### src/rtl/dmem_uart_tx.sv
// Memory-mapped 8N1 UART transmitter on the core's data-memory port.
// Stores to TXDATA fill a small FIFO that a serializer drains onto txd.
module dmem_uart_tx #(
  parameter int                AWIDTH      = 14,
  parameter int                XLEN        = 32,
  parameter logic [AWIDTH-1:0] BASE_ADDR   = 'h3F00,
  parameter int                FIFO_DEPTH  = 8,
  parameter logic [15:0]       DEFAULT_DIV = 16'd9
) (
  input  logic              clk,
  input  logic              rst,
  input  logic [AWIDTH-1:0] addr,
  input  logic [XLEN-1:0]   qin,
  input  logic [3:0]        we,
  output logic [XLEN-1:0]   qout,
  output logic              txd
);

  localparam int            PW       = (FIFO_DEPTH > 1) ? $clog2(FIFO_DEPTH) : 1;
  localparam int            CW       = PW + 1;
  localparam logic [CW-1:0] FULL_LVL = CW'(FIFO_DEPTH);

  typedef enum logic [1:0] {
    S_IDLE  = 2'd0,
    S_START = 2'd1,
    S_DATA  = 2'd2,
    S_STOP  = 2'd3
  } state_t;

  // register window decode
  logic       w_hit;
  logic [1:0] w_sel;
  logic       w_wr_tx;
  logic       w_wr_st;
  logic       w_wr_div;
  logic       w_wr_ctl;
  logic       w_unused;

  assign w_hit    = (addr[AWIDTH-1:4] == BASE_ADDR[AWIDTH-1:4]);
  assign w_sel    = addr[3:2];
  assign w_wr_tx  = w_hit && (w_sel == 2'd0) && we[0];
  assign w_wr_st  = w_hit && (w_sel == 2'd1) && we[0];
  assign w_wr_div = w_hit && (w_sel == 2'd2);
  assign w_wr_ctl = w_hit && (w_sel == 2'd3) && we[0];
  assign w_unused = ^{addr[1:0], qin[XLEN-1:16], we[3:2]};

  // control registers
  logic [15:0] r_div;
  logic        r_en;
  logic        r_ovf;

  // transmit FIFO
  logic [7:0]    r_mem [FIFO_DEPTH];
  logic [PW-1:0] r_wptr;
  logic [PW-1:0] r_rptr;
  logic [CW-1:0] r_count;
  logic          w_full;
  logic          w_empty;
  logic          w_push;
  logic          w_ovf_set;
  logic [7:0]    w_head;

  // serializer
  state_t      r_state;
  state_t      w_state_nxt;
  logic [15:0] r_cnt;
  logic [7:0]  r_shift;
  logic [2:0]  r_bit;
  logic        r_txd;
  logic        w_tick;
  logic        w_pop;
  logic [15:0] w_cnt_nxt;
  logic [7:0]  w_shift_nxt;
  logic [2:0]  w_bit_nxt;
  logic        w_txd_nxt;

  // read path
  logic [XLEN-1:0] w_rd;
  logic [XLEN-1:0] r_qout;

  assign w_full    = (r_count == FULL_LVL);
  assign w_empty   = (r_count == '0);
  // a full FIFO still accepts a push when the serializer pops on the same edge
  assign w_push    = w_wr_tx && (!w_full || w_pop);
  assign w_ovf_set = w_wr_tx && w_full && !w_pop;
  assign w_head    = r_mem[r_rptr];
  assign w_tick    = (r_cnt == 16'd0);

  always_ff @(posedge clk) begin
    if (rst) begin
      r_div <= DEFAULT_DIV;
      r_en  <= 1'b1;
      r_ovf <= 1'b0;
    end else begin
      if (w_wr_div && we[0]) r_div[7:0]  <= qin[7:0];
      if (w_wr_div && we[1]) r_div[15:8] <= qin[15:8];
      if (w_wr_ctl) r_en <= qin[0];
      if (w_ovf_set) r_ovf <= 1'b1;
      else if (w_wr_st && qin[3]) r_ovf <= 1'b0;
    end
  end

  always_ff @(posedge clk) begin
    if (w_push) r_mem[r_wptr] <= qin[7:0];
  end

  always_ff @(posedge clk) begin
    if (rst) begin
      r_wptr  <= '0;
      r_rptr  <= '0;
      r_count <= '0;
    end else begin
      if (w_push) r_wptr <= r_wptr + PW'(1);
      if (w_pop)  r_rptr <= r_rptr + PW'(1);
      case ({w_push, w_pop})
        2'b10:   r_count <= r_count + CW'(1);
        2'b01:   r_count <= r_count - CW'(1);
        default: r_count <= r_count;
      endcase
    end
  end

  // FSM: state register
  always_ff @(posedge clk) begin
    if (rst) r_state <= S_IDLE;
    else     r_state <= w_state_nxt;
  end

  // FSM: next state
  always_comb begin
    w_state_nxt = r_state;
    case (r_state)
      S_IDLE:  if (r_en && !w_empty) w_state_nxt = S_START;
      S_START: if (w_tick) w_state_nxt = S_DATA;
      S_DATA:  if (w_tick && (r_bit == 3'd7)) w_state_nxt = S_STOP;
      S_STOP:  if (w_tick) w_state_nxt = (r_en && !w_empty) ? S_START : S_IDLE;
      default: w_state_nxt = S_IDLE;
    endcase
  end

  // FSM: outputs and datapath controls
  always_comb begin
    w_pop       = 1'b0;
    w_cnt_nxt   = r_cnt - 16'd1;
    w_shift_nxt = r_shift;
    w_bit_nxt   = r_bit;
    w_txd_nxt   = 1'b1;
    // the divider is only sampled at a bit boundary, so a new BAUDDIV waits for it
    if ((r_state == S_IDLE) || w_tick) w_cnt_nxt = r_div;
    if (((r_state == S_IDLE) || ((r_state == S_STOP) && w_tick)) && r_en && !w_empty)
      w_pop = 1'b1;
    if (w_pop) w_shift_nxt = w_head;
    else if ((r_state == S_DATA) && w_tick) w_shift_nxt = {1'b0, r_shift[7:1]};
    if (r_state != S_DATA) w_bit_nxt = 3'd0;
    else if (w_tick) w_bit_nxt = r_bit + 3'd1;
    // txd is registered from the next-state view so the line changes with the state
    case (w_state_nxt)
      S_START: w_txd_nxt = 1'b0;
      S_DATA:  w_txd_nxt = w_shift_nxt[0];
      default: w_txd_nxt = 1'b1;
    endcase
  end

  always_ff @(posedge clk) begin
    r_cnt   <= w_cnt_nxt;
    r_shift <= w_shift_nxt;
    if (rst) begin
      r_bit <= 3'd0;
      r_txd <= 1'b1;
    end else begin
      r_bit <= w_bit_nxt;
      r_txd <= w_txd_nxt;
    end
  end

  always_comb begin
    w_rd = '0;
    if (w_hit) begin
      case (w_sel)
        2'd1: begin
          w_rd[0]    = w_full;
          w_rd[1]    = w_empty;
          w_rd[2]    = (r_state != S_IDLE);
          w_rd[3]    = r_ovf;
          w_rd[12:8] = 5'(r_count);
        end
        2'd2:    w_rd[15:0] = r_div;
        2'd3:    w_rd[0]    = r_en;
        default: w_rd = '0;
      endcase
    end
  end

  always_ff @(posedge clk) begin
    if (rst) r_qout <= '0;
    else     r_qout <= w_rd;
  end

  assign qout = r_qout;
  assign txd  = r_txd;

endmodule

### config.mk
export PLATFORM = sky130hd
export DESIGN_NAME = dmem_uart_tx
export DESIGN_NICKNAME = d
export VERILOG_FILES = /design/src/rtl/dmem_uart_tx.sv
export SDC_FILE = /design/constraint.sdc
export NUM_CORES = 1
export LEC_CHECK = 0
export ABC_CLOCK_PERIOD_IN_PS = 2500
export CAP_MARGIN = 0
export CORE_MARGIN = 1
export CORE_UTILIZATION = 57
export DETAILED_ROUTE_END_ITERATION = 10
export DONT_BUFFER_PORTS = 1
export GPL_ROUTABILITY_DRIVEN = 0
export PLACE_DENSITY = 0.84
export RECOVER_POWER = 25
export SETUP_SLACK_MARGIN = 0.5
export SYNTH_ARGS = -nofsm -noshare
export SYNTH_HDL_FRONTEND = slang
export SYNTH_SLANG_ARGS = --single-unit
### constraint.sdc
create_clock -name clk -period 2.5 [get_ports clk]
set_input_delay 0.25 -clock clk [delete_from_list [all_inputs] [get_ports clk]]
set_output_delay 0.25 -clock clk [all_outputs]
set_load 0.01 [all_outputs]
Yosys cells after proc, flatten, opt, wreduce, memory -nomap -nowiden
Memory sizes are Yosys's and may differ from the RTL's. A register that Yosys moved wholly into a read port is not among the register bits. Index checks and enable logic that the tools add are counted.

$add $sub $neg: 6. $mul: 0. Divide/modulo/power cells: 0. Magnitude comparators: 0. Equality and inequality tests: 14. Shifts and indexed selects: 0. Multiplexer cells: 21. Bitwise logic cells: 2. Reduce and logical (&&, ||, !) cells: 36.

Operators by type and width (count): 1-bit logical AND (19); 16-bit zero test (1); 16-bit 2-to-1 mux (1); 8-bit 2-to-1 mux (2); 16-bit by 1-bit subtractor with 16-bit output (second input constant) (1); 2-bit equality test (second input constant) (6); 10-bit equality test (second input constant) (1); 5-bit one-hot mux with 2 select lines (1); 3-bit by 1-bit adder with 3-bit output (second input constant) (3); 2-bit by 1-bit equality test with 1-bit output (second input constant) (4); 2-bit 2-to-1 mux (4); 2-bit one-hot mux with 4 select lines (1); 4-bit one-hot mux with 2 select lines (1); 2-bit nonzero test (4); 1-bit 2-to-1 mux (6); 3-bit 2-to-1 mux (2); 3-bit one-hot mux with 2 select lines (1); 4-bit by 1-bit adder with 4-bit output (second input constant) (1); 4-bit equality test (second input constant) (1); 2-bit zero test (2); 4-bit zero test (1); 2-bit OR reduction (2); 4-bit by 1-bit subtractor with 4-bit output (second input constant) (1); 3-bit equality test (second input constant) (1); other kinds (7) (12).

Register bits after elaboration: 90. Bits in latches: 0. Bits in writable memories: 64. ROM bits: 0. Input bits: 52. Logic and storage cells: 96. Memories: 1.

Memory list: r_mem (words 8, width 8, rd ports 1, clocked after Yosys merged registers in 1, write ports 1, line 53) `logic [7:0] r_mem [FIFO_DEPTH];`.

Longest topological paths before layout
Gate-level depths: netlist (run 1).

Word-level depth: 10. Mapped depth: 11.

Worst setup path before layout (run 1)
Ideal clock, no wire load.

Path type: register -> register. From: reg r_cnt[0]. To: mem r_mem[0][0] (enable). Library setup time: 395 ps. Arrival time: 2321 ps. Data required time: 2105 ps. Path slack: -216 ps. Cell stages (with the launch flop): 8. Path buffers: 0. Clock period less this slack: 2716 ps. Cells stage by stage: dfxtp_1 > inv_1 > ha_1 > nor4b_4 > nand4_4 > a21oi_2 > o21ai_0 > nor4_1.

Word-level cells in the longest chain between the ends: 10.

Ends and longest elaborated chain: start, declared (line 66) `logic [15:0] r_cnt;`; start signal, assigned (line 165) `r_cnt <= w_cnt_nxt;`; 16-bit zero test (line 87) `assign w_tick = (r_cnt == 16'd0);`; 1-bit logical AND (line 150) `if (((r_state == S_IDLE) || ((r_state == S_STOP) && w_tick)) && r_en && !w_empty)`; 1-bit logical OR (line 150); 1-bit logical AND (2 in a row) (line 150); 1-bit 2-to-1 mux (line 150); 1-bit logical OR (line 84) `assign w_push = w_wr_tx && (!w_full || w_pop);`; 1-bit logical AND (line 84); 1-bit 2-to-1 mux (line 104) `if (w_push) r_mem[r_wptr] <= qin[7:0];`; 1-bit 2-to-1 mux (implied by the code) (line 104); end, declared (line 53).

No other way between the ends.

Final worst setup path (run 1)
From: reg r_cnt[7]. To: reg r_count[3].

Word-level cells in the longest chain between the ends: 10. Elaborated cells between the ends (all ways): 12. Those cells by class: eq/ne: 2; mux: 2; reduce/logical: 8.

Ends and longest elaborated chain: 16-bit zero test * (line 87); 1-bit logical AND * (line 150); 1-bit logical OR * (line 150); 1-bit logical AND * (2 in a row) (line 150); 1-bit 2-to-1 mux * (line 150); 1-bit logical OR (line 84); 1-bit logical AND (line 84); 2-bit by 1-bit equality test with 1-bit output or 2-bit equality test (tied branches) (line 115) `case ({w_push, w_pop})`; 4-bit one-hot mux with 2 select lines or 2-bit nonzero test (tied branches); end signal, assigned (line 116) `2'b10: r_count <= r_count + CW'(1);`; end signal, assigned (line 117) `2'b01: r_count <= r_count - CW'(1);`; end signal, assigned (line 118) `default: r_count <= r_count;`; end, declared (line 56) `logic [CW-1:0] r_count;`.

Mark *: on every way between the ends. The rest lies on a longest branch, timed or not. A chain may end at the register's enable or synchronous reset.

==> results of run 1 <==
-- sequential cells by signal, summed over array words and instances (netlist names), named ones only --
name / flops
qout: 16
r_bit: 3
r_cnt: 16
r_count: 4
r_div: 16
r_en: 1
r_mem: 64
r_ovf: 1
r_rptr: 3
r_shift: 8
r_state: 2
r_wptr: 3
txd: 1
-- logic make-up after synthesis --
logic type / after synthesis / share of synthesized area, %
adders and majority gates: 13 / 2.84
other: 1 / 0.0625
DFF: 141 / 58.9
muxes: 40 / 10.1
AOI/OAI and AO/OA: 63 / 6.82
xor gates and xnor gates: 16 / 2.34
buffers and inverters: 51 / 4.25
and+or+nand+nor: 159 / 14.7
-- routing by layer --
layer | GRT usage, % | wire length (microns) | share of wire, % | vias to the layer above
li1 | - | - | - | 1866
met1 | 32.9 | 5930 | 35 | 2178
met2 | 48.8 | 8350 | 50 | 355
met3 | 6.30 | 1570 | 9.3 | 85
met4 | 13.4 | 934 | 5.6 | 0
met5 | 0 | 0 | 0 | -
-- cells in the mapped netlist, drive strengths merged --
cell type  count
mux2           4
a31oi          3
or4            4
nor4b          1
nor3          11
a2111oi        2
nand2         37
and3           8
nand2b         4
o2111ai        1
a311oi         1
clkbuf        17
mux2i         20
nor4           8
nand3         15
ha            12
or3            5
o2111a         1
a41o           1
and2           3
edfxtp        71
o21ai         11
and4           1
dfxtp         70
a21boi         1
xnor2         10
fa             1
conb           1
inv           14
nor2b          3
a21o           3
buf           20
nor2          54
mux4          16
or2            1
a211oi         3
xor2           6
a21oi         28
nand4          3
o211ai         1
a22oi          7
and4b          1
-- cells in the final DEF (no fill, tap or decap), types with 5 or more instances in the layout --
cell type and n:
nor3_1 7, a21oi_1 25, dlygate4sd3_1 20, a22oi_1 7, edfxtp_1 71, nor2_4 9
nor2_2 5, conb_1 16, xnor2_1 9, and3_1 8, ha_1 10, inv_1 11
nor2_1 39, buf_6 7, nand3_1 15, clkbuf_16 16, xor2_1 6, nor4_4 6
dfxtp_1 68, nand2_1 37, buf_4 36, mux2i_1 19, mux4_2 16, buf_12 7
-- worst min-delay path: stages --
cell	delay (ns)
inv_1	0.07
ha_1	0.15
a2111oi_0	0.05
-- layout make-up --
type / instances / area, sq um
multi-input combinational: 307 / 2590
inverter: 14 / 52.6
tap: 136 / 170
timing repair buffer: 70 / 689
sequential: 141 / 3540
clock inverter: 11 / 166
fill: 580 / 2650
clock buffer: 21 / 429
-- metrics by stage --
stage	std cells	TNS [ns]	setup WS, ns	power [mW]
finish	700	-1.60	-0.106	8.34
global route	700	-3.59	-0.120	8.56
CTS	689	0	0.0392	7.71
detailed placement	632	-0.0660	-0.0660	4.89
global placement	632	0	0.0262	4.78
floorplan	499	-0.0331	-0.0331	4.37
-- power breakdown --
part	switching (mW)	internal (mW)	total (mW)	leakage (nW)
Clock	0.988	1.62	2.61	0.284
Combinational	1.52	1.28	2.79	1.23
Sequential	0.226	2.72	2.94	1.21
Total	2.73	5.61	8.34	2.73
-- worst paths after layout --
check / from / endpoint / slack (ns) / cells past startpoint
worst min-delay path: addr[3] / qout[0] / 0.05 / 3
worst max register to register: r_cnt[7] / r_count[3] / -0.11 / 9
worst max-delay path: r_cnt[7] / r_count[3] / -0.11 / 9
worst min register to register: r_ovf / r_ovf / 0.50 / 2
-- what timing repair did --
item	4_1_cts	5_1_grt
pin swaps	5	20
gates cloned	0	0
buffers inserted	4	11
gates resized for setup	15	52
endpoints found under the hold margin	103	0
setup endpoints to repair	96	84
hold buffers	21	0
==> results.toml, run 1 <==
[worst_setup_path]
path_delay_family = "compound AO/OA/AOI/OAI gates"
cp.arrival_ns = 3.06
start_kind = "flop"
crit_chain = "nor4_4, nand4_4, a211oi_4, ha_1, a21o_1, a21o_1, a2111oi_4, a311oi_1, a211oi_1"
crit_type = "reg -> reg"
worstPathRequired_ns = 2.96
critPathCaptureType = "flop"
crit_buf_inv = 0
path_max_fanout = 5
cp_common_cell = "a21o_1"
slowest_delay_ns = 0.45
cp_slowest_cell = "nor4_4"

[placed_design]
dpl_cell_area_sq_mm = 0.00642
portBuffers = 0
dp_hpwl_mm = 8.28

[sta]
slew_viol_final = 0
tightest_slew_ns = 0.597
hold_viol = 0
timing.hold.ws_ns = 0.0471
setup_viol_count_final = 35
period_share_pct = 104
final.setup_skew_ns = 0.0156
rsz0062_at_grt = "yes"
fin_crit_ns = 2.61
setup_ws_ns = -0.106
max_freq_mhz = 384
max_slew_margin_pct = 60.1

[drt]
wire_per_inst_microns = 24.0
drtAntennaViolNets = 0
drtPass1Iterations = 6
drc = 0
drtIter0Drc = 422
vias = 4484
drt-total-wl_mm = 16.8
vias_per_cell = 6.41

[clock_tree]
cts_buffer_depth = 2
worstSkewPairLatency_ns = 0.54
cts_tree = "done"
cts.sinks = 141
cts_made_buffers = 17
root_buffer = "clkbuf_8"
path_clk_slew_ns = 0.07
cts_max_level = 4

[logic_synthesis]
synth_area_leader_cell = "edfxtp_1"
synthCells = 484
netlist_area_sq_mm = 0.00600
synth-warning-count = 0
synth_cell_types = 58
synth_seq_area_share_pct = 58.9
yosys.area.top_type_share_pct = 35.5
syn_avg_cell_area_sq_um = 12.4
synth-seq-cells = 141
yosys-top-cells-area = "edfxtp_1 36%, dfxtp_1 23%, mux4_2 6.0%, mux2i_1 3.3%, nor2_1 3.2%"

[die]
dieHeight_microns = 105
rows = 37
io_pins = 85
core_sq_mm = 0.0103
die_w_microns = 105
floorplan.initialDensity_pct = 58.4
dieArea_sq_mm = 0.0109

[pwr]
peakVddDrop_mv = 0.654
p_leak_nw = 2.73
p_per_area_mw_per_mm2 = 1090

[grt]
gr-total-overflow = 0
grt_pass1_wl_mm = 22.9
grt_util_all_layers_pct = 28.0
grt_max_degree = 36
antenna_found_initial = 0
grt_pass1_vias = 4380

[finish]
area_growth_pct = 27.2
drive_gt1_share_pct = 28.2
final_util_pct = 74.3
fin_area_sq_mm = 0.00763
fin_nets = 616
n_antenna_cell = 0

[outcome]
outcome = "finished with violations"
violations = "setup timing"

[hold_path]
hold_path_class = "in -> reg"

[run]
cap_viol_max_count = 0
No activity file was read; power rests on OpenSTA's default activity.
==> run 2: changes to the inputs <==
PLACE_DENSITY = 0.75   (was 0.84)
==> results.toml, run 2 (synthesis results as in run 1) <==
[worst_setup_path]
path_max_fanout = 8
r2r_setup_slack_ns = -0.03
crit_type = "reg -> reg"
start_kind = "flop"
worstPathRequired_ns = 2.74
critPathCaptureType = "flop"
cp.arrival_ns = 2.77

[finish]
drive_gt1_share_pct = 27.9
nFillCells = 631
regMostFlops = "r_mem"
final_util_pct = 73.5
largest_reg_flops = 64
final_common_cell = "edfxtp_1"
final_cell_mix = "71 x edfxtp_1, 68 x dfxtp_1, 39 x nor2_1, 37 x nand2_1, 37 x buf_4"
area_growth_pct = 25.9
fin_nets = 619
n_antenna_cell = 0

[drt]
drtPass1Iterations = 5
drtAntennaViolNets = 0
vias = 4143
drtIter0Drc = 307
vias_per_cell = 5.89
wire_per_inst_microns = 19.8
drc = 0
drt-total-wl_mm = 14.0

[grt]
grt_max_degree = 37
gr-total-overflow = 0
grt_pass1_wl_mm = 21.1
grt_util_all_layers_pct = 25.7
grt_pass1_vias = 4149
antenna_found_initial = 0

[die]
core_sq_mm = 0.0103
dieArea_sq_mm = 0.0109
floorplan.initialDensity_pct = 58.4
io_pins = 85
dieHeight_microns = 105
rows = 37
die_w_microns = 105

[hold_path]
hold_path_class = "in -> reg"

[clock_tree]
cts_buffer_depth = 2
path_clk_slew_ns = 0.06
cts_max_level = 4
root_buffer = "clkbuf_8"
worstSkewPairLatency_ns = 0.54
cts_made_buffers = 17
cts.sinks = 141
cts_tree = "done"

[sta]
setup_viol_count_final = 21
tightest_slew_ns = 0.572
max_slew_margin_pct = 61.8
fin_crit_ns = 2.53
period_share_pct = 101
final.setup_skew_ns = 0.0158
max_freq_mhz = 395
rsz0062_at_grt = "yes"
setup_ws_ns = -0.0313
hold_viol = 0
slew_viol_final = 0

[pwr]
p_leak_nw = 2.71
power_mw = 7.79
p_per_area_mw_per_mm2 = 1030
peakVddDrop_mv = 0.801

[placed_design]
dp_hpwl_mm = 8.13
portBuffers = 0

[outcome]
outcome = "finished with violations"
violations = "setup timing"

[run]
cap_viol_max_count = 0
-- run 2: cell types whose count changed in the layout (fill, tap and decap cells not counted), moves of 2 or more --
cell,change
buf_8,+2
o21ai_0,+2
nor2_2,+3
bufinv_16,-3
clkinv_2,+4
a21oi_2,+2
o21ai_1,+2
o21ai_2,-3
nor2_4,-3
dlygate4sd3_1,-2
-- run 2: final timing paths --
check	start	end	depth (start not counted)
worst max-delay path	r_cnt[1]	r_mem[4][2]	13
worst min-delay path	addr[2]	qout[0]	3
worst max register to register	r_cnt[1]	r_mem[4][2]	13
worst min register to register	r_div[5]	r_div[5]	2
-- run 2: cell type report --
type	instances	area (sq um)	area share, %
clock buffers	22	443	5.86
clock inverters	10	75.1	0.994
inverters	14	52.6	0.696
multi-input cells	307	2540	33.6
flip-flops and latches	141	3540	46.8
well taps	136	170	2.25
repair buffers	73	737	9.76
-- run 2: power breakdown --
group          switching, mW  leakage (nW)  total [mW]  internal [mW]
Sequential             0.191          1.21        2.91           2.72
Clock                  0.912         0.257        2.24           1.33
Combinational           1.35          1.25        2.64           1.29
Total                   2.45          2.71        7.79           5.34
-- run 2: per-stage QoR --
step           setup TNS [ns]  setup slack [ns]  hold WS (ns)  std cells  cell area [sq um]
3_5_place_dp          -0.0917           -0.0917         0.328        633               6440
5_1_grt                 -4.74            -0.129         0.103        703               7550
3_3_place_gp         -0.00893          -0.00893         0.325        633               6440
2_1_floorplan         -0.0331           -0.0331         0.349        499               6150
4_1_cts                     0            0.0275        0.0667        692               7300
6_report               -0.284           -0.0313        0.0975        703               7550
-- run 2: worst max-delay path, cell delays in order, from the launching register on --
cell and delay (ns):
dfxtp_2 0.32, inv_2 0.06, ha_4 0.13, nor4b_4 0.26
nand4_4 0.18, buf_4 0.18, buf_6 0.10, buf_6 0.10
buf_6 0.11, a21oi_4 0.14, o211ai_1 0.11, buf_4 0.21
nor3_4 0.16, buf_12 0.16
-- run 2: routing by layer --
layer / GRT usage (%) / share of wire [%]
met1: 32.0 / 39
met2: 42.8 / 52
met3: 6.86 / 6.6
met4: 10.2 / 2.2
met5: 0 / 0
-- run 2: timing repair --
action,in CTS,in global routing
pin swaps,11,9
gates cloned,0,1
setup buffers,8,10
endpoints found under the hold margin,108,0
hold buffers,19,0
endpoints found under the setup margin,82,112
gates resized for setup,16,42
==> run 3: changes to the inputs <==
GPL_TIMING_DRIVEN = 0   (was default)
==> results.toml, run 3 (synthesis results as in run 1) <==
[outcome]
outcome = "finished with violations"
violations = "setup timing"

[sta]
fin_crit_ns = 2.53
timing.hold.ws_ns = 0.0677
setup_viol_count_final = 1
setup_ws_ns = -0.0341
max_slew_margin_pct = 52.0
rsz0062_at_grt = "yes"
period_share_pct = 101
hold_viol = 0
max_freq_mhz = 395
timing.setup.tns_ns = -0.0341
tightest_slew_ns = 0.719
slew_viol_final = 0
final.setup_skew_ns = 0.0114

[hold_path]
hold_start = "addr[3]"
whs_endpoint = "qout[0]"
hold_path_class = "in -> reg"
hold_path_depth = 3

[drt]
drtAntennaViolNets = 0
vias = 4212
vias_per_cell = 5.92
drc = 0
drtPass1Iterations = 7
wire_per_inst_microns = 19.8
drtIter0Drc = 284
drt-total-wl_mm = 14.1

[worst_setup_path]
crit_chain = "inv_2, ha_4, nor4b_4, nand4_4, a211oi_4, ha_1, a21o_1, a21o_1, a2111oi_4, a311oi_1, a211oi_1"
path_max_fanout = 4
worstPathRequired_ns = 2.95
reg2regPathDepth = 11
start_kind = "flop"
r2r_setup_slack_ns = -0.03
critPathCaptureType = "flop"
cp.arrival_ns = 2.99
cp_slowest_cell = "dfxtp_2"
path_delay_family = "compound AO/OA/AOI/OAI gates"
crit_buf_inv = 1
r2r_start = "r_cnt[1]"
cp_common_cell = "a21o_1"
crit_type = "reg -> reg"
r2r_end = "r_count[3]"
slowest_delay_ns = 0.34

[finish]
regMostFlops = "r_mem"
largest_reg_flops = 64
fin_nets = 628
area_growth_pct = 27.9
drive_gt1_share_pct = 29.9
final_common_cell = "edfxtp_1"
final_util_pct = 74.7
fin_area_sq_mm = 0.00767
n_antenna_cell = 0
final_cell_mix = "71 x edfxtp_1, 67 x dfxtp_1, 38 x nor2_1, 37 x nand2_1, 34 x buf_4"
nFillCells = 598

[clock_tree]
worstSkewPairLatency_ns = 0.54
root_buffer = "clkbuf_8"
cts_buffer_depth = 2
path_clk_slew_ns = 0.06
cts_max_level = 4
cts_made_buffers = 17
cts_tree = "done"
cts.sinks = 141

[placed_design]
dp_hpwl_mm = 8.45
portBuffers = 0
dpl_cell_area_sq_mm = 0.00632

[die]
dieArea_sq_mm = 0.0109
floorplan.initialDensity_pct = 58.4
dieHeight_microns = 105
io_pins = 85
rows = 37
core_sq_mm = 0.0103
die_w_microns = 105

[run]
cap_viol_max_count = 0

[grt]
grt_pass1_vias = 4131
antenna_found_initial = 0
gr-total-overflow = 0
grt_pass1_wl_mm = 21.4
grt_util_all_layers_pct = 26.4
grt_max_degree = 17

[pwr]
p_leak_nw = 2.77
power_mw = 7.97
peakVddDrop_mv = 0.724
p_per_area_mw_per_mm2 = 1040
run 3: area by class of cell:
class	count	area, sq um	share of cell area (%)
repair buffers	45	497	6.47
clock buffers	23	510	6.65
plain buffers	37	248	3.23
flip-flops and latches	141	3540	46.1
multi-input cells	307	2580	33.7
inverters	14	52.6	0.685
clock inverters	9	76.3	0.994
well taps	136	170	2.22
run 3: timing repair:
| item | CTS | global route |
|---|---|---|
| pin swaps | 18 | 12 |
| gates cloned | 0 | 0 |
| buffers inserted | 24 | 5 |
| endpoints found under the setup margin | 105 | 112 |
| gates resized for setup | 54 | 27 |
| endpoints found under the hold margin | 82 | 0 |
| hold buffers | 16 | 0 |
run 3: through the flow:
| step | worst slack [ns] | std cells |
|---|---|---|
| after floorplan | -0.0331 | 499 |
| after global placement | -0.241 | 635 |
| after detailed placement | -0.352 | 635 |
| after CTS | -0.0249 | 707 |
| after global routing | -0.175 | 712 |
| final | -0.0341 | 712 |
run 3: layer usage:
| metal | part of all wire [%] | track usage, % | vias up |
|---|---|---|---|
| li1 | - | - | 1899 |
| met1 | 41 | 33.4 | 2097 |
| met2 | 50 | 42.4 | 172 |
| met3 | 6.4 | 7.42 | 44 |
| met4 | 3.1 | 12.0 | 0 |
| met5 | 0 | 0 | - |
run 3: worst min-delay path, delay by kind of cell:
kind            cells  cell delay [ns]
buf+inv             1             0.08
fa+ha+maj           1             0.15
compound gates      1             0.07
run 3: worst max-delay path by stage:
stage / slack (ns) / cells past startpoint / endpoint / startpoint
final: -0.03 / 11 / r_count[3] / r_cnt[1]
after global routing: -0.17 / 11 / r_count[3] / r_cnt[0]
after CTS: -0.02 / 11 / r_count[3] / r_cnt[0]
after detailed placement: -0.35 / 9 / r_count[3] / r_cnt[3]
after global placement: -0.24 / 11 / r_count[3] / r_cnt[1]
after floorplan: -0.03 / 11 / r_count[3] / r_cnt[1]
run 3: report_power, final:
part	internal (mW)	switching [mW]
clock	1.52	0.934
sequential	2.72	0.256
combinational	1.21	1.33
total	5.45	2.52
